==> config.mk <==
export PLATFORM = sky130hd
export DESIGN_NAME = mem_arbiter
export DESIGN_NICKNAME = d
export VERILOG_FILES = /design/src/rtl/mem_arbiter.sv
export SDC_FILE = /design/constraint.sdc
export NUM_CORES = 1
export LEC_CHECK = 0
export CAP_MARGIN = 25
export CORE_UTILIZATION = 29
export CTS_CLUSTER_SIZE = 16
export DETAILED_ROUTE_END_ITERATION = 6
export GPL_ROUTABILITY_DRIVEN = 0
export PLACE_DENSITY = 0.79
export SLEW_MARGIN = 20
export SYNTH_ARGS = -nofsm -noshare
export SYNTH_HDL_FRONTEND = slang
export SYNTH_SLANG_ARGS = --single-unit
==> constraint.sdc <==
create_clock -name clk -period 2.2 [get_ports clk]
set_clock_uncertainty 0.05 [all_clocks]
set_input_delay 0.44 -clock clk [delete_from_list [all_inputs] [get_ports clk]]
set_output_delay 0.44 -clock clk [all_outputs]
set_load 0.01 [all_outputs]
==> src/rtl/mem_arbiter.sv <==
// mem_arbiter: hands the single-port pipelined main memory to the I-cache or D-cache
// refill FSM for a whole burst, keeping ownership until every read in flight has returned.
module mem_arbiter #(
    parameter int MEM_LAT = 4,
    parameter int ADDR_W  = 16,
    parameter int DATA_W  = 16
) (
    input  logic              clk,
    input  logic              rst,
    input  logic              i_read_req,
    input  logic [ADDR_W-1:0] i_addr,
    output logic              i_data_vld,
    output logic              i_wait,
    input  logic              d_read_req,
    input  logic              d_wrt,
    input  logic [ADDR_W-1:0] d_addr,
    input  logic [DATA_W-1:0] d_wdata,
    output logic              d_data_vld,
    output logic              d_wr_ack,
    output logic              d_wait,
    output logic              mem_enable,
    output logic              mem_wr,
    output logic [ADDR_W-1:0] mem_addr,
    output logic [DATA_W-1:0] mem_wdata,
    input  logic              mem_data_valid
);

    localparam int               CNT_W   = $clog2(MEM_LAT + 1);
    localparam logic [CNT_W-1:0] CNT_MAX = CNT_W'(MEM_LAT);

    typedef enum logic [2:0] {
        IDLE,
        GNT_I,
        GNT_D,
        DRAIN_I,
        DRAIN_D
    } state_t;

    state_t           state, state_nxt;
    logic [CNT_W-1:0] count, count_nxt;
    logic             last_d, last_d_nxt;
    logic             d_req;
    logic             gnt_i, gnt_d, own_i, own_d;
    logic             rd_issue, vld_take;

    assign d_req    = d_read_req | d_wrt;
    assign gnt_i    = (state == GNT_I);
    assign gnt_d    = (state == GNT_D);
    assign own_i    = gnt_i | (state == DRAIN_I);
    assign own_d    = gnt_d | (state == DRAIN_D);
    // A store always wins over a simultaneous D read, so only a store-free cycle issues a read
    assign rd_issue = (gnt_i & i_read_req) | (gnt_d & d_read_req & ~d_wrt);
    assign vld_take = mem_data_valid & (count != '0);

    always_ff @(posedge clk or negedge rst) begin
        if (!rst) begin
            state  <= IDLE;
            count  <= '0;
            last_d <= 1'b0;
        end else begin
            state  <= state_nxt;
            count  <= count_nxt;
            last_d <= last_d_nxt;
        end
    end

    always_comb begin
        count_nxt = count;
        if (rd_issue && !vld_take && count != CNT_MAX) begin
            count_nxt = count + CNT_W'(1);
        end else if (!rd_issue && vld_take) begin
            count_nxt = count - CNT_W'(1);
        end
    end

    // Exit decisions use the post-update count so the port frees the cycle after the last valid
    always_comb begin
        state_nxt  = state;
        last_d_nxt = last_d;
        case (state)
            IDLE: begin
                if (i_read_req && d_req) begin
                    state_nxt = last_d ? GNT_I : GNT_D;
                end else if (d_req) begin
                    state_nxt = GNT_D;
                end else if (i_read_req) begin
                    state_nxt = GNT_I;
                end
            end
            GNT_I: begin
                if (!i_read_req) begin
                    state_nxt  = (count_nxt == '0) ? IDLE : DRAIN_I;
                    last_d_nxt = 1'b0;
                end
            end
            GNT_D: begin
                if (!d_req) begin
                    state_nxt  = (count_nxt == '0) ? IDLE : DRAIN_D;
                    last_d_nxt = 1'b1;
                end
            end
            DRAIN_I, DRAIN_D: begin
                if (count_nxt == '0) begin
                    state_nxt = IDLE;
                end
            end
            default: state_nxt = IDLE;
        endcase
    end

    always_comb begin
        mem_enable = 1'b0;
        mem_wr     = 1'b0;
        mem_addr   = '0;
        mem_wdata  = '0;
        d_wr_ack   = 1'b0;
        if (gnt_i) begin
            mem_enable = i_read_req;
            mem_addr   = i_addr;
        end else if (gnt_d) begin
            mem_enable = d_req;
            mem_addr   = d_addr;
            mem_wr     = d_wrt;
            d_wr_ack   = d_wrt;
            if (d_wrt) begin
                mem_wdata = d_wdata;
            end
        end
    end

    // Waits are masked by reset so every output reads 0 while reset is held
    assign i_data_vld = mem_data_valid & own_i;
    assign d_data_vld = mem_data_valid & own_d;
    assign i_wait     = rst & i_read_req & ~gnt_i;
    assign d_wait     = rst & ((d_req & ~gnt_d) | (gnt_d & d_wrt & d_read_req));

    property p_no_overflow;
        @(posedge clk) disable iff (!rst)
            !(rd_issue && !mem_data_valid && count == CNT_MAX);
    endproperty
    a_no_overflow: assert property (p_no_overflow);

endmodule
==> results of run 1 <==
## repair_timing
action,CTS,global route
gates cloned,1,0
setup endpoints to repair,38,16
pin swaps,0,0
resized for setup,38,3
## final timing paths
kind	from	endpoint	slack [ps]	depth (start not counted)
hold / removal	rst	count[2]$_DFF_PN0_	340	1
max in group asynchronous	rst	state[1]$_DFFE_PN0P_	1420	2
setup reg to reg	count[0]$_DFF_PN0_	state[1]$_DFFE_PN0P_	130	8
min in group clk	count[0]$_DFF_PN0_	count[0]$_DFF_PN0_	520	1
setup / recovery	state[2]$_DFFE_PN0P_	mem_addr[5]	-90	5
hold reg to reg	count[0]$_DFF_PN0_	count[0]$_DFF_PN0_	520	1
## where the power goes
group / internal (mW) / switching (mW) / leakage (nW) / total, mW
sequential: 0.194 / 0.0804 / 0.0827 / 0.274
combinational: 0.949 / 0.770 / 0.906 / 1.72
clock: 0.0694 / 0.0501 / 0.0150 / 0.120
total: 1.21 / 0.901 / 1.00 / 2.11
## flip-flops by register name (all words and copies together), names as in the netlist
register  cells
state         3
count         3
last_d        1
## Yosys cell counts
master,instances
inv_1,6
a31o_2,1
o211a_1,1
mux2i_1,2
nor2b_1,4
nand2_1,6
nor3_1,1
nand3_1,1
nand4bb_1,1
o221ai_2,1
a221oi_2,1
or4_4,1
a22o_1,16
xnor2_1,1
o21ai_0,3
and2_1,2
a21oi_2,1
o31ai_1,2
nand2b_1,2
a211oi_1,1
dfrtp_1,7
or3_1,1
o22ai_1,1
nor2_1,7
clkbuf_1,6
nand3b_1,1
and3_1,17
a21oi_1,6
buf_4,3
a31oi_4,2
ha_1,3
a21boi_0,1
o22ai_2,1
o21a_1,1
## critical path, delay by kind of cell, from the launching register on
kind            cells  cell delay [ps]
simple gates        2              330
buf+inv             2              680
compound gates      1              150
flops               1              390
## layout make-up
class / count / area, um^2
fill: 243 / 875
multi-input combinational: 89 / 669
clock buffer: 4 / 26.3
timing repair buffer: 110 / 1040
inverter: 6 / 22.5
sequential: 7 / 176
tap: 31 / 38.8
## through the flow
| step | setup slack, ps | hold slack [ps] | total power [mW] |
|---|---|---|---|
| floorplan | 234 | 94.4 | 1.18 |
| global placement | -168 | 489 | 1.95 |
| detailed placement | -191 | 514 | 2.00 |
| CTS | -98.1 | 336 | 2.12 |
| global route | -183 | 335 | 2.29 |
| finish | -88.7 | 341 | 2.11 |
## routing by layer
layer	wire length, um	up-vias
li1	-	631
met1	1410	582
met2	1970	48
met3	299	4
met4	41	0
met5	0	-
## cells by family (layout without fill, tap and decap cells)
| logic type | Yosys count | count (layout) | share of synthesized area |
|---|---|---|---|
| simple gates | 44 | 44 | 0.279 |
| mux | 2 | 2 | 0.0222 |
| buf+inv | 15 | 120 | 0.0749 |
| xor+xnor | 1 | 1 | 0.00971 |
| fa+ha+maj | 3 | 3 | 0.0416 |
| flops | 7 | 7 | 0.194 |
| compound gates | 39 | 39 | 0.379 |
==> results.json, run 1 <==
{
  "status": "finished, violations left",
  "violations": "DRC, setup timing",
  "worstPathArrival_ps": 1800,
  "core_area_mm2": 0.00285,
  "grt_pass1_wl_um": 5980,
  "critical-path-slowest-cell": "clkdlybuf4s50_1",
  "tightest_slew_ps": 233,
  "cp-start-kind": "flop",
  "antennaDiodeCount": 0,
  "hold_path_class": "primary input to asynchronous set/reset pin",
  "dieArea_mm2": 0.00334,
  "dp_hpwl_um": 3100,
  "synthTopCellsByArea": "dfrtp_1, a22o_1, and3_1, a31oi_4, ha_1",
  "vdd_drop_max_v": 0.000572,
  "cts_tree": "yes",
  "syn_nets": 168,
  "syn_area_um2": 902,
  "cts_hold_buf": 0,
  "cts_buffers": 3,
  "io_buffers": 92,
  "synth_top_area_frac": 0.194,
  "die-height_um": 57.8,
  "placed_cell_area_mm2": 0.00194,
  "rows": 19,
  "clk_latency_ps": 250,
  "final_nets": 274,
  "root_buffer": "clkbuf_4",
  "max_stage_delay_ps": 530,
  "fin_crit_ps": 2290,
  "worstSetupPathType": "flop to primary output",
  "crit_required_ps": 1710,
  "wl_um": 3720,
  "final_common_cell": "clkdlybuf4s50_1",
  "maxCapViolCount": 0,
  "drtIter0Drc": 53,
  "path_max_fanout": 12,
  "clkSinkCount": 7,
  "synth_area_leader_cell": "dfrtp_1",
  "grt_pass1_vias": 1284,
  "timing.fmax_mhz": 437,
  "synth_warnings": 0,
  "post_drt_wl_per_cell_um": 15.1,
  "cts_max_level": 1,
  "final_cells": 247,
  "routed_via_density": 5.12,
  "drive_above_1_share": 0.157,
  "dp.cells": 242,
  "p_leak_nw": 1.00,
  "drtAntennaViolNets": 0,
  "end_kind": "primary output",
  "synth-seq-cells": 7,
  "clock_path_buffers": 2,
  "powerDensity_mw_per_mm2": 1070,
  "rsz0062_at_grt": "yes",
  "grt_use_met2": 0.440,
  "ys_types": 34,
  "fin_ws_ps": -88.7,
  "grt_usage": 0.229,
  "hold_violations": 0,
  "top_usage_layer": "met2",
  "clkTransAtPathRegs_ps": 60,
  "path_cells": "nor2_1 -> and2_4 -> buf_6 -> a22o_1 -> clkdlybuf4s50_1",
  "final_area_mm2": 0.00198,
  "setup_violations": 11,
  "grtUsageMet3": 0.0357,
  "ys_seq_area_frac": 0.194,
  "finalCoreUtilization": 0.693,
  "drcViolationCount": 10,
  "period_share": 1.04,
  "postCtsSetupBuffers": 0,
  "antenna_found_initial": 0,
  "met1_usage": 0.260,
  "relSlewSlack": 0.843,
  "tns_ps": -821,
  "final_cell_mix": "clkdlybuf4s50_1, dlygate4sd2_1, and3_1, a22o_1, buf_4",
  "grt_max_degree": 17,
  "io-pin-count": 93,
  "drt_first_pass_iters": 6,
  "grt-ovfl-total": 0,
  "areaGrowthSynthToFinish_pct": 119,
  "die_width_um": 57.8,
  "initial_core_util": 0.316,
  "syn_avg_cell_area_um2": 8.13,
  "vias": 1265,
  "synth_cells": 111,
  "slew_violations": 0
}
Power figures use the tool's default switching activity.
==> run 2, diff against run 1 <==
Settings changed: CORE_MARGIN set to 3, SETUP_SLACK_MARGIN set to 0.1.
==> run 2 against run 1 <==
Net effect:
- the flow now finishes without violations
- maximum frequency rose by 11%
- combinational power rose by 8%
- critical path type unchanged
- critical endpoint is now mem_addr[14]
- die area rose by 14%
- core utilization rose by 3.2 points
- highest routed layer unchanged
- register-to-register slack improved by 50 ps
==> results.json, run 2 (synthesis results as in run 1) <==
{
  "routed_via_density": 5.15,
  "critPathTopFamily": "flip-flops",
  "clock_path_buffers": 2,
  "io_buffers": 92,
  "path_buf_inv": 2,
  "areaGrowthSynthToFinish_pct": 130,
  "clkSinkCount": 7,
  "io-pin-count": 93,
  "cts_hold_buf": 0,
  "final_common_cell": "clkdlybuf4s50_1",
  "grt-ovfl-total": 0,
  "grt_pass1_vias": 1168,
  "met1_usage": 0.228,
  "cp-start-kind": "flop",
  "top_usage_layer": "met2",
  "timing.fmax_mhz": 484,
  "finalCoreUtilization": 0.726,
  "end_kind": "primary output",
  "powerDensity_mw_per_mm2": 1090,
  "clkTransAtPathRegs_ps": 50,
  "status": "complete, no violations",
  "cts_buffers": 3,
  "root_buffer": "clkbuf_4",
  "grt_pass1_wl_um": 5450,
  "antennaDiodeCount": 0,
  "initial_core_util": 0.316,
  "period_share": 0.940,
  "relSlewSlack": 0.832,
  "final_nets": 279,
  "drt_first_pass_iters": 4,
  "post_drt_wl_per_cell_um": 16.7,
  "largestRegisters": "count: 3 flops, state: 3 flops, last_d: 1 flops",
  "worstPathArrival_ps": 1580,
  "drive_above_1_share": 0.204,
  "hold_path_class": "flop to flop",
  "hold_violations": 0,
  "fill_cells": 230,
  "grt_max_degree": 33,
  "vdd_drop_max_v": 0.000634,
  "dieArea_mm2": 0.00382,
  "vias": 1298,
  "core_area_mm2": 0.00285,
  "fin_crit_ps": 2070,
  "path_cells": "and2_4 -> clkbuf_16 -> a22o_1 -> dlygate4sd2_1",
  "cts_tree": "yes",
  "rsz0062_at_grt": "yes",
  "die_width_um": 61.8,
  "wl_um": 4210,
  "tightest_slew_ps": 252,
  "grt_use_met2": 0.345,
  "crit_required_ps": 1710,
  "r2r_setup_slack_ps": 180,
  "whs_ps": 478,
  "max_stage_delay_ps": 460,
  "drtIter0Drc": 55,
  "rows": 19,
  "maxCapViolCount": 0,
  "final_cell_mix": "clkdlybuf4s50_1, dlygate4sd2_1, buf_4, and3_1, a22o_1",
  "worstSetupPathType": "flop to primary output",
  "dp_hpwl_um": 3290,
  "drcViolationCount": 0,
  "path_max_fanout": 16,
  "slew_violations": 0,
  "antenna_found_initial": 0,
  "drtAntennaViolNets": 0,
  "clk_latency_ps": 240,
  "multi_input_area_um2": 694,
  "p_leak_nw": 1.09,
  "grt_usage": 0.189,
  "grtUsageMet3": 0.0331,
  "die-height_um": 61.8,
  "seq_area_um2": 178,
  "critical-path-slowest-cell": "dfrtp_2",
  "cts_max_level": 1,
  "setup_violations": 0
}
## run 2: cell types whose count changed in the layout (fill, tap and decap cells not counted), moves of 2 or more
| cell | change |
|---|---|
| buf_6 | -2 |
| dlymetal6s2s_1 | +4 |
| clkdlybuf4s50_1 | -13 |
| inv_2 | +2 |
| inv_1 | -2 |
| clkdlybuf4s15_1 | +9 |
| buf_4 | +5 |
## run 2: repair_timing
| action | CTS | global route |
|---|---|---|
| buffers inserted | 1 | 3 |
| gates resized for setup | 49 | 24 |
| cloned | 1 | 1 |
| pin swaps | 1 | 2 |
| endpoints found under the setup margin | 42 | 29 |
| hold endpoints to repair | 0 | 0 |
## run 2: report_power, final
part / total, mW / switching [mW] / internal [mW]
Sequential: 0.277 / 0.0813 / 0.196
Clock: 0.113 / 0.0441 / 0.0690
Combinational: 1.86 / 0.843 / 1.01
## run 2: worst paths after layout
| check | from | end | depth (start not counted) |
|---|---|---|---|
| hold reg to reg | count[0]$_DFF_PN0_ | count[0]$_DFF_PN0_ | 1 |
| hold / removal | count[0]$_DFF_PN0_ | count[0]$_DFF_PN0_ | 1 |
| setup reg to reg | count[0]$_DFF_PN0_ | state[0]$_DFFE_PN0P_ | 8 |
| max in group asynchronous | rst | count[0]$_DFF_PN0_ | 2 |
| setup / recovery | state[1]$_DFFE_PN0P_ | mem_addr[14] | 4 |
| min in group asynchronous | rst | state[1]$_DFFE_PN0P_ | 2 |
## run 2: layout make-up
type,instances,area share
repair buffers,115,0.537
flip-flops and latches,7,0.0858
well taps,31,0.0187
inverters,6,0.0109
multi-input cells,89,0.335
clock buffers,4,0.0127
## run 2: per-stage QoR
step	setup WS (ps)	area (um^2)	instances	total power [mW]	setup TNS, ps
final	133	2070	252	2.25	0
after detailed placement	-226	1960	242	2.02	-3580
after global placement	-171	1960	242	1.97	-3220
after global routing	52.7	2070	252	2.41	0
after floorplan	234	902	111	1.18	0
after CTS	-70.0	1980	248	2.10	-393
## run 2: routing by layer
| metal | vias up | part of all wire |
|---|---|---|
| met5 | - | 0 |
| met4 | 0 | 0.0064 |
| met3 | 2 | 0.070 |
| met2 | 54 | 0.54 |
| met1 | 603 | 0.38 |
| li1 | 639 | - |
